### src/rtl/image_zoom_pkg.sv
// Shared types, opcodes and zoom helpers for the image zoom engine.
package image_zoom_pkg;

  localparam int LVL_W = 2;
  localparam int PAN_W = 8;

  localparam logic [3:0] OP_ZOOM_IN  = 4'd0;
  localparam logic [3:0] OP_ZOOM_OUT = 4'd1;
  localparam logic [3:0] OP_CLEAR    = 4'd2;
  localparam logic [3:0] OP_PAN_X    = 4'd3;
  localparam logic [3:0] OP_PAN_Y    = 4'd4;

  typedef logic [LVL_W-1:0]        lvl_t;
  typedef logic signed [PAN_W-1:0] pan_t;

  typedef struct packed {
    logic vs;
    logic hs;
    logic de;
    logic win;
  } tim_t;

  function automatic lvl_t sat_level(input logic [3:0] arg);
    return (arg > 4'd3) ? lvl_t'(3) : arg[LVL_W-1:0];
  endfunction

  // Centring offset for zoom-in level n: pixels*(2^n-1)/2, truncated.
  function automatic int zin_offset(input int pixels, input lvl_t n);
    return (pixels * ((1 << n) - 1)) / 2;
  endfunction

  function automatic int clamp_pix(input int v, input int max_v);
    if (v < 0)     return 0;
    if (v > max_v) return max_v;
    return v;
  endfunction

endpackage

### src/rtl/zoom_addr_map.sv
// Window-relative coordinates to frame-buffer address: zoom-in, zoom-out, clamp.
// Optional pan offsets are present only with IMAGE_ZOOM_PAN_EN defined.
module zoom_addr_map
  import image_zoom_pkg::*;
#(
  parameter int COL_PIXEL = 960,
  parameter int ROW_PIXEL = 540,
  parameter int ADDR_W    = 19,
  parameter int X_OFFSET  = 160,
  parameter int Y_OFFSET  = 90,
  parameter int CW        = 13
) (
  input  logic              clk,
  input  logic              rst,
  input  logic              win,
  input  logic [CW-1:0]     x_cnt,
  input  logic [CW-1:0]     y_cnt,
  input  lvl_t              zi,
  input  lvl_t              zo,
`ifdef IMAGE_ZOOM_PAN_EN
  input  pan_t              pan_x,
  input  pan_t              pan_y,
`endif
  output logic              rd_en,
  output logic [ADDR_W-1:0] rd_addr
);

  logic          win_q;
  logic [CW-1:0] col_q, row_q;
  lvl_t          zi_q, zo_q;
`ifdef IMAGE_ZOOM_PAN_EN
  pan_t          pan_x_q, pan_y_q;
`endif

  // NOTE: sequential state uses non-blocking assignments so every register
  // samples the pre-edge values of its neighbours.
  always_ff @(posedge clk or negedge rst) begin
    if (!rst) begin
      win_q <= 1'b0;
      col_q <= '0;
      row_q <= '0;
      zi_q  <= '0;
      zo_q  <= '0;
`ifdef IMAGE_ZOOM_PAN_EN
      pan_x_q <= '0;
      pan_y_q <= '0;
`endif
    end else begin
      win_q <= win;
      col_q <= win ? x_cnt - CW'(X_OFFSET) : '0;
      row_q <= win ? y_cnt - CW'(Y_OFFSET) : '0;
      zi_q  <= zi;
      zo_q  <= zo;
`ifdef IMAGE_ZOOM_PAN_EN
      pan_x_q <= pan_x;
      pan_y_q <= pan_y;
`endif
    end
  end

  int                zin_x, zin_y, zoom_x, zoom_y;
  logic [ADDR_W-1:0] addr_nxt;

  // NOTE: every variable here is fully assigned before any branch, so no
  // latch can be inferred.
  always_comb begin
    zin_x = (int'(col_q) + zin_offset(COL_PIXEL, zi_q)) >> zi_q;
    zin_y = (int'(row_q) + zin_offset(ROW_PIXEL, zi_q)) >> zi_q;
`ifdef IMAGE_ZOOM_PAN_EN
    zin_x = zin_x + int'(pan_x_q);
    zin_y = zin_y + int'(pan_y_q);
`endif
    zoom_x   = clamp_pix(zin_x << zo_q, COL_PIXEL - 1);
    zoom_y   = clamp_pix(zin_y << zo_q, ROW_PIXEL - 1);
    addr_nxt = ADDR_W'(zoom_y * COL_PIXEL + zoom_x);
  end

  always_ff @(posedge clk or negedge rst) begin
    if (!rst) begin
      rd_en   <= 1'b0;
      rd_addr <= '0;
    end else begin
      rd_en   <= win_q;
      rd_addr <= addr_nxt;
    end
  end

endmodule

### src/rtl/image_zoom_engine.sv
// Zoom engine top: command shadowing, frame lock, pixel counters, timing delay.
// Define IMAGE_ZOOM_PAN_EN to build the pan (opcodes 3/4) feature.
module image_zoom_engine
  import image_zoom_pkg::*;
#(
  parameter int COL_PIXEL  = 960,
  parameter int ROW_PIXEL  = 540,
  parameter int DATA_W     = 16,
  parameter int ADDR_W     = 19,
  parameter int X_OFFSET   = 160,
  parameter int Y_OFFSET   = 90,
  parameter int RD_LATENCY = 1
) (
  input  logic              clk,
  input  logic              rst,
  input  logic              cmd_valid,
  input  logic [7:0]        cmd_data,
  input  logic              vs_in,
  input  logic              hs_in,
  input  logic              de_in,
  output logic              rd_en,
  output logic [ADDR_W-1:0] rd_addr,
  input  logic [DATA_W-1:0] rd_data,
  output logic              vs_out,
  output logic              hs_out,
  output logic              de_out,
  output logic [DATA_W-1:0] data_out
);

  localparam int CW  = $clog2(COL_PIXEL > ROW_PIXEL ? COL_PIXEL : ROW_PIXEL) + 3;
  localparam int DLY = 2 + RD_LATENCY;

  logic          vs_q, de_q, locked, vs_rise;
  lvl_t          zi_sh, zo_sh, zi, zo;
  logic [CW-1:0] x_cnt, y_cnt;
  logic [3:0]    opcode, arg;
`ifdef IMAGE_ZOOM_PAN_EN
  pan_t          pan_x_sh, pan_y_sh, pan_x, pan_y;
`endif

  assign vs_rise = vs_in & ~vs_q;
  assign opcode  = cmd_data[7:4];
  assign arg     = cmd_data[3:0];

  // Active levels swap on the vs rise; a command in that cycle only reaches the shadow.
  always_ff @(posedge clk or negedge rst) begin
    if (!rst) begin
      zi_sh  <= '0;
      zo_sh  <= '0;
      zi     <= '0;
      zo     <= '0;
      locked <= 1'b0;
`ifdef IMAGE_ZOOM_PAN_EN
      pan_x_sh <= '0;
      pan_y_sh <= '0;
      pan_x    <= '0;
      pan_y    <= '0;
`endif
    end else begin
      if (vs_rise) begin
        zi     <= zi_sh;
        zo     <= zo_sh;
        locked <= 1'b1;
`ifdef IMAGE_ZOOM_PAN_EN
        pan_x  <= pan_x_sh;
        pan_y  <= pan_y_sh;
`endif
      end
      if (cmd_valid) begin
        case (opcode)
          OP_ZOOM_IN:  zi_sh <= sat_level(arg);
          OP_ZOOM_OUT: zo_sh <= sat_level(arg);
          OP_CLEAR: begin
            zi_sh <= '0;
            zo_sh <= '0;
`ifdef IMAGE_ZOOM_PAN_EN
            pan_x_sh <= '0;
            pan_y_sh <= '0;
`endif
          end
`ifdef IMAGE_ZOOM_PAN_EN
          OP_PAN_X: pan_x_sh <= {arg, 4'b0000};
          OP_PAN_Y: pan_y_sh <= {arg, 4'b0000};
`endif
          default: ;
        endcase
      end
    end
  end

  always_ff @(posedge clk or negedge rst) begin
    if (!rst) begin
      vs_q  <= 1'b0;
      de_q  <= 1'b0;
      x_cnt <= '0;
      y_cnt <= '0;
    end else begin
      vs_q  <= vs_in;
      de_q  <= de_in;
      x_cnt <= de_in ? x_cnt + 1'b1 : '0;
      if (vs_rise)
        y_cnt <= '0;
      else if (de_q && !de_in)
        y_cnt <= y_cnt + 1'b1;
    end
  end

  logic win;
  always_comb begin
    win = 1'b0;
    if (locked && de_in)
      win = (int'(x_cnt) >= X_OFFSET) && (int'(x_cnt) < X_OFFSET + (COL_PIXEL >> zo)) &&
            (int'(y_cnt) >= Y_OFFSET) && (int'(y_cnt) < Y_OFFSET + (ROW_PIXEL >> zo));
  end

  zoom_addr_map #(
    .COL_PIXEL (COL_PIXEL),
    .ROW_PIXEL (ROW_PIXEL),
    .ADDR_W    (ADDR_W),
    .X_OFFSET  (X_OFFSET),
    .Y_OFFSET  (Y_OFFSET),
    .CW        (CW)
  ) u_addr_map (
    .clk     (clk),
    .rst     (rst),
    .win     (win),
    .x_cnt   (x_cnt),
    .y_cnt   (y_cnt),
    .zi      (zi),
    .zo      (zo),
`ifdef IMAGE_ZOOM_PAN_EN
    .pan_x   (pan_x),
    .pan_y   (pan_y),
`endif
    .rd_en   (rd_en),
    .rd_addr (rd_addr)
  );

  tim_t dly [DLY];

  // NOTE: the delay line is reset so a mid-frame reset discards the frame in flight.
  always_ff @(posedge clk or negedge rst) begin
    if (!rst) begin
      for (int i = 0; i < DLY; i++) dly[i] <= '0;
    end else begin
      dly[0] <= '{vs: vs_in, hs: hs_in, de: de_in & locked, win: win};
      for (int i = 1; i < DLY; i++) dly[i] <= dly[i-1];
    end
  end

  assign vs_out   = dly[DLY-1].vs;
  assign hs_out   = dly[DLY-1].hs;
  assign de_out   = dly[DLY-1].de;
  assign data_out = dly[DLY-1].win ? rd_data : '0;

endmodule
### config.mk
export PLATFORM = sky130hd
export DESIGN_NAME = image_zoom_engine
export DESIGN_NICKNAME = d
export VERILOG_FILES = /design/src/rtl/image_zoom_pkg.sv /design/src/rtl/zoom_addr_map.sv /design/src/rtl/image_zoom_engine.sv
export SDC_FILE = /design/constraint.sdc
export NUM_CORES = 1
export LEC_CHECK = 0
export BUFFER_PORTS_ARGS = -buffer_cell sky130_fd_sc_hd__buf_2
export CAP_MARGIN = 20
export CORE_MARGIN = 3
export CORE_UTILIZATION = 25
export CTS_CLUSTER_SIZE = 30
export DETAILED_ROUTE_END_ITERATION = 12
export SLEW_MARGIN = 15
export SYNTH_ARGS = -nofsm -noshare
export SYNTH_HDL_FRONTEND = slang
export SYNTH_SLANG_ARGS = --single-unit
### constraint.sdc
create_clock -name clk -period 17.5 [get_ports clk]
set_input_delay 0.875 -clock clk [delete_from_list [all_inputs] [get_ports clk]]
set_output_delay 0.875 -clock clk [all_outputs]
set_load 0.01 [all_outputs]
# After elaboration in Yosys (flattened, before gate mapping)
# Cells that the tools add are included.
[word_totals] word_cells=93 inputBits=30 output_inout_bits=39 register_bits=97
[classes] n_mux=22 bitwise=3 reduce_logical=12 n_lt_le_gt_ge=9 shifts=7 eq_ne=2 mul=3 addsub=10
[op_table] operator="13-bit two-way mux" count=5
[op_table] operator="14-bit by 31-bit adder with 32-bit output" count=2
[op_table] operator="32-bit by 11-bit > comparator with 1-bit output, second input constant" count=2
[op_table] operator="14-bit by 32-bit < comparator with 1-bit output" count=2
[op_table] operator="32-bit by 1-bit < comparator with 1-bit output, second input constant" count=2
[op_table] operator="32-bit two-way mux" count=2
[op_table] operator="32-bit by 2-bit left shift with 32-bit output" count=2
[op_table] operator="10-bit by 2-bit right shift with 32-bit output, first input constant" count=2
[op_table] operator="32-bit by 2-bit right shift with 32-bit output" count=2
[op_table] operator="19-bit two-way mux" count=2
[op_table] operator="8-bit by 32-bit adder with 32-bit output, first input constant" count=1
[op_table] operator="9-bit by 32-bit adder with 32-bit output, first input constant" count=1
[op_table] operator="32-bit by 5-bit multiplier with 13-bit output, second input constant" count=1
[op_table] operator="5-bit by 32-bit multiplier with 26-bit output, first input constant" count=1
[op_table] operator="9-bit by 32-bit multiplier with 30-bit output, first input constant" count=1
[op_table] operator="1-bit by 2-bit left shift with 32-bit output, first input constant" count=1
[op_table] operator="32-bit by 2-bit subtractor with 32-bit output, second input constant" count=1
[op_table] operator="13-bit by 1-bit adder with 13-bit output, second input constant" count=2
[op_table] operator="10-bit two-way mux" count=2
[op_table] operator="19-bit adder" count=1
[op_table] operator="16-bit two-way mux" count=1
[op_table] operator="13-bit by 7-bit >= comparator with 1-bit output, second input constant" count=1
[op_table] operator="13-bit by 8-bit >= comparator with 1-bit output, second input constant" count=1
[op_table] operator="13-bit by 7-bit subtractor with 13-bit output, second input constant" count=1
[op_table] operator="14 further kinds" count=29

# Depth between registers and ports, before layout
[depth] word_depth=13 depth_mapped=58 mapped_depth_nobuf=52

# Hierarchy
# A second synthesis with hierarchy kept.
[hier_totals] cells_unflattened=1473 hier_area_um2=12547.0
[modules_own_cells] mod="zoom_addr_map" seq_area_each_um2=1276.2 area_per_inst_um2=9910.8 n_inst=1 cells_each=1218
[modules_own_cells] mod="image_zoom_engine" seq_area_each_um2=1201.2 area_per_inst_um2=2636.3 n_inst=1 cells_each=255

# Least setup slack after synthesis
# No wires, ideal clock.
[synth_path] kind="register -> register" startpoint="register u_addr_map.zi_q[0]" endpoint="register u_addr_map.rd_addr[18]" path_buffers=6 t_arrival_ps=13005 setup_time_ps=72 period_less_slack_ps=13077 path_slack_ps=4423 path_stages_with_launch=57 t_required_ps=17428 cell_sequence="dfrtp_1 inv_1 clkbuf_1 clkbuf_1 clkbuf_1 clkbuf_1 ha_1 inv_1 ha_1 or3b_1 buf_2 ha_1 xnor2_1 ha_1 ha_1 fa_1 ha_1 inv_1 [21 not listed] a2111o_1 fa_1 inv_1 ha_1 o21ai_0 a21boi_0 o21ai_0 a21oi_1 nor2_1 xnor2_1 ha_1 or2_2 a21oi_1 a31oi_1 xnor2_1 o211ai_1 nor4_1 nand4b_1"
[synth_via] elab_chain_len=13 elab_cells_between_ends=28 cone_classes="add/sub: 4; mul: 3; order compare: 4; shift: 5; mux: 12"
[synth_rtl] element="start: declaration" line_no="zoom_addr_map.sv:30" rtl="lvl_t zi_q, zo_q;"
[synth_rtl] element="start signal: assignment" line_no="zoom_addr_map.sv:52" rtl="zi_q <= zi;"
[synth_rtl] element="1-bit by 2-bit left shift with 32-bit output" line_no="image_zoom_pkg.sv:29" rtl="return (pixels * ((1 << n) - 1)) / 2;"
[synth_rtl] element="32-bit by 2-bit subtractor with 32-bit output" line_no="image_zoom_pkg.sv:29"
[synth_rtl] element="9-bit by 32-bit multiplier with 30-bit output" line_no="image_zoom_pkg.sv:29"
[synth_rtl] element="14-bit by 31-bit adder with 32-bit output" line_no="zoom_addr_map.sv:68" rtl="zin_y = (int'(row_q) + zin_offset(ROW_PIXEL, zi_q)) >> zi_q;"
[synth_rtl] element="32-bit by 2-bit right shift with 32-bit output" line_no="zoom_addr_map.sv:68"
[synth_rtl] element="32-bit by 2-bit left shift with 32-bit output" line_no="zoom_addr_map.sv:74" rtl="zoom_y = clamp_pix(zin_y << zo_q, ROW_PIXEL - 1);"
[synth_rtl] element="32-bit by 11-bit > comparator with 1-bit output" line_no="image_zoom_pkg.sv:34" rtl="if (v > max_v) return max_v;"
[synth_rtl] element="1-bit two-way mux (2 in series)" line_no="image_zoom_pkg.sv:34"
[synth_rtl] element="32-bit two-way mux" line_no="image_zoom_pkg.sv:35" rtl="return v;"
[synth_rtl] element="32-bit two-way mux" line_no="image_zoom_pkg.sv:34"
[synth_rtl] element="32-bit by 5-bit multiplier with 13-bit output" line_no="zoom_addr_map.sv:75" rtl="addr_nxt = ADDR_W'(zoom_y * COL_PIXEL + zoom_x);"
[synth_rtl] element="19-bit adder (*)" line_no="zoom_addr_map.sv:75"
[synth_rtl] element="net u_addr_map.addr_nxt[18]" line_no="zoom_addr_map.sv:62" rtl="logic [ADDR_W-1:0] addr_nxt;"
[synth_rtl] element="end signal: assignment" line_no="zoom_addr_map.sv:84" rtl="rd_addr <= addr_nxt;"
[synth_rtl] element="end: declaration" line_no="zoom_addr_map.sv:25" rtl="output logic [ADDR_W-1:0] rd_addr"
# Mark *: on every way through the listed nets, which the timed path passes. The rest lies on a longest branch. The select of a mux whose other input is x is not followed.
# A chain may end at the register's enable or synchronous reset.

# Worst setup path in the final report
# Same ends and word-level chain as after synthesis.

==> flow_metrics.py <==
metrics = {
    "floorplan": {
        "ios": 69,
        "dieArea_um2": 52800,
        "initial_core_util_pct": 25.5,
        "die_w_um": 230,
        "rows": 81,
        "die_h_um": 230,
        "core_area_um2": 49200,
    },
    "clock_network": {
        "ctsRootBufferMaster": "clkbuf_16",
        "clock-sinks": 97,
        "cts_resized": 0,
        "holdBufCountCts": 0,
        "cts.path.max_buffers": 2,
        "cts_max_level": 3,
        "clock_latency_ns": 0.36,
        "clkTransAtPathRegs_ns": 0.08,
        "cts_buffers": 9,
        "cts_tree": "done",
        "cts_setup_buffers": 0,
    },
    "final_layout": {
        "area_growth_pct": 10.6,
        "drive_above_1_share_pct": 11.3,
        "n_antenna_cell": 0,
        "fillerInstances": 5265,
        "final_core_util_pct": 28.1,
        "nets": 1738,
    },
    "worst_setup_path": {
        "r2r-start": "u_addr_map.zi_q[0]",
        "path_depth": 52,
        "worst_path_most_repeated_cell": "ha_1",
        "reg2reg_depth": 52,
        "endpoint_kind": "register",
        "worstSetupPathType": "reg -> reg",
        "critPathLaunchType": "register",
        "arrival_ns": 14.68,
        "path_delay_family": "adder cells",
        "crit_fanout": 61,
        "endpoint": "u_addr_map.rd_addr[18]",
        "rrSetupSlack_ns": 3.12,
        "cp-startpoint": "u_addr_map.zi_q[0]",
        "critPathSlowestCell": "nor4_2",
        "cpPeakStageDelay_ns": 0.79,
        "path_buf_inv": 7,
        "critPathRequiredTime_ns": 17.80,
        "r2r_end": "u_addr_map.rd_addr[18]",
    },
    "yosys": {
        "synth_compound_area_share_pct": 24.1,
        "synth_ff_type": "dfrtp_1",
        "syn-cell-area_um2": 12500,
        "ys_types": 101,
        "muxShareOfSynthArea_pct": 4.60,
        "yosysWarnings": 0,
        "synth-simple-area-share_pct": 20.5,
        "synth.ff_latch_count": 97,
        "seq_area_frac_synth_pct": 19.4,
        "async_flop_share_pct": 100,
        "synthAdderAreaFrac_pct": 18.6,
        "synth_top_family_by_area": "compound AO/OA/AOI/OAI gates",
        "synth-edff-count": 0,
        "avgSynthCellArea_um2": 8.28,
        "synth_cells": 1511,
        "synthXorXnorAreaFrac_pct": 6.58,
    },
    "timing": {
        "setup_viol": 0,
        "fin_setup_tns_ns": 0,
        "slew_viol_final": 0,
        "finClkSkew_ns": 0.0118,
        "slew_headroom_pct": 29.4,
        "tightest_slew_ns": 1.05,
        "rsz0062_at_grt": "false",
        "fmax_ghz": 0.0695,
        "period_share_pct": 82.2,
        "period_minus_slack_ns": 14.38,
        "hold_viol": 0,
    },
    "global_route": {
        "grt_max_degree": 73,
        "grt_pass1_vias": 10823,
        "grt_pass1_wl_mm": 54.0,
        "grt_overflow": 0,
        "antenna_found_initial": 0,
        "gr-usage-all-layers_pct": 12.0,
    },
    "routing": {
        "dr.pass1.iters": 5,
        "route.detailed.drc": 0,
        "drt-total-wl_mm": 31.8,
        "vias": 11107,
        "routed_via_density": 5.02,
        "drt_iter0_markers": 546,
        "wl_per_cell_um": 14.4,
        "antenna_left": 0,
    },
    "hold_path": {
        "min_delay_path_depth": 0,
        "hp-class": "reg -> reg",
    },
    "place": {
        "io_buffer_count": 68,
        "gp_congestion": 0.879,
        "hpwlAfterDp_mm": 25.0,
    },
    "flow_run": {
        "drv_cap": 0,
    },
    "status": {
        "status": "complete, no violations",
    },
}
## stage by stage
stage | worst slack (ns) | hold slack (ns) | cell area (µm²) | std cells
final | 3.12 | 0.358 | 13800 | 2211
after CTS | 3.06 | 0.361 | 13800 | 2210
after floorplan | 4.42 | 0.331 | 12600 | 1529
after global placement | 3.53 | 0.332 | 13500 | 2194
after detailed placement | 3.12 | 0.336 | 13500 | 2194
after global routing | 1.76 | 0.364 | 13800 | 2211
## synth_stat cells, types with 26 or more instances
cell | instances | share of area (%)
nand2_1 | 98 | 2.9
nor2_1 | 125 | 3.8
fa_1 | 34 | 5.4
xnor2_1 | 59 | 4.1
dfrtp_1 | 97 | 19
mux2i_1 | 26 | 2.1
ha_1 | 132 | 13
nor3_1 | 32 | 1.3
o21ai_0 | 62 | 2.5
a31oi_1 | 38 | 1.9
nand3_1 | 37 | 1.5
a21o_1 | 27 | 1.6
and2_1 | 39 | 1.9
inv_1 | 115 | 3.4
xor2_1 | 35 | 2.4
a21oi_1 | 80 | 3.2
clkbuf_1 | 52 | 1.6
## registers in the layout, indices dropped and copies added, names as in the netlist
name and cells:
u_addr_map.rd_addr 19, u_addr_map.col_q 13, u_addr_map.row_q 13, x_cnt 13, y_cnt 13, dly 7
u_addr_map.zi_q 2, u_addr_map.zo_q 2, zi 2, zi_sh 2, zo 2, zo_sh 2
de_out 1, de_q 1, hs_out 1, locked 1, u_addr_map.rd_en 1, u_addr_map.win_q 1
vs_out 1
## kinds of logic after synthesis
logic type / count (synthesis)
compound gates: 420
xor+xnor: 94
fa+ha+maj: 166
buf+inv: 196
flops: 97
mux: 49
other cells: 2
simple gates: 487
## layout by cell type (no fill, tap or decap), drive strengths merged, types with 41 or more instances in the layout
cell type	instances
nand2	98
a21oi	84
ha	132
o21ai	70
dfrtp	97
and2	41
xnor2	59
buf	82
inv	118
nor2	125
## worst min-delay path by stage
stage | start | to | slack (ns)
final | u_addr_map.win_q | u_addr_map.rd_en | 0.36
after global routing | dly[5] | de_out | 0.36
after CTS | dly[5] | de_out | 0.36
after detailed placement | dly[7] | vs_out | 0.34
after global placement | dly[10] | dly[6] | 0.33
after floorplan | dly[5] | de_out | 0.33
## final cells by class
class | count | area (µm²) | share of cell area, %
multi-input combinational | 1236 | 9380 | 67.8
sequential | 97 | 2430 | 17.6
tap | 664 | 831 | 6.01
timing repair buffer | 83 | 453 | 3.27
inverter | 115 | 432 | 3.12
clock buffer | 9 | 225 | 1.63
clock inverter | 7 | 81.3 | 0.588
## per-layer routing
layer	share of wire (%)	vias up	GRT usage (%)
met2	47	215	20.1
met5	0	-	0
li1	-	5555	-
met1	47	5288	16.2
met4	2.6	0	3.53
met3	2.9	49	1.60
Power is left out: the tool's default activity adds up to more than one toggle a clock period on the data nets, which glitch-free logic cannot reach.
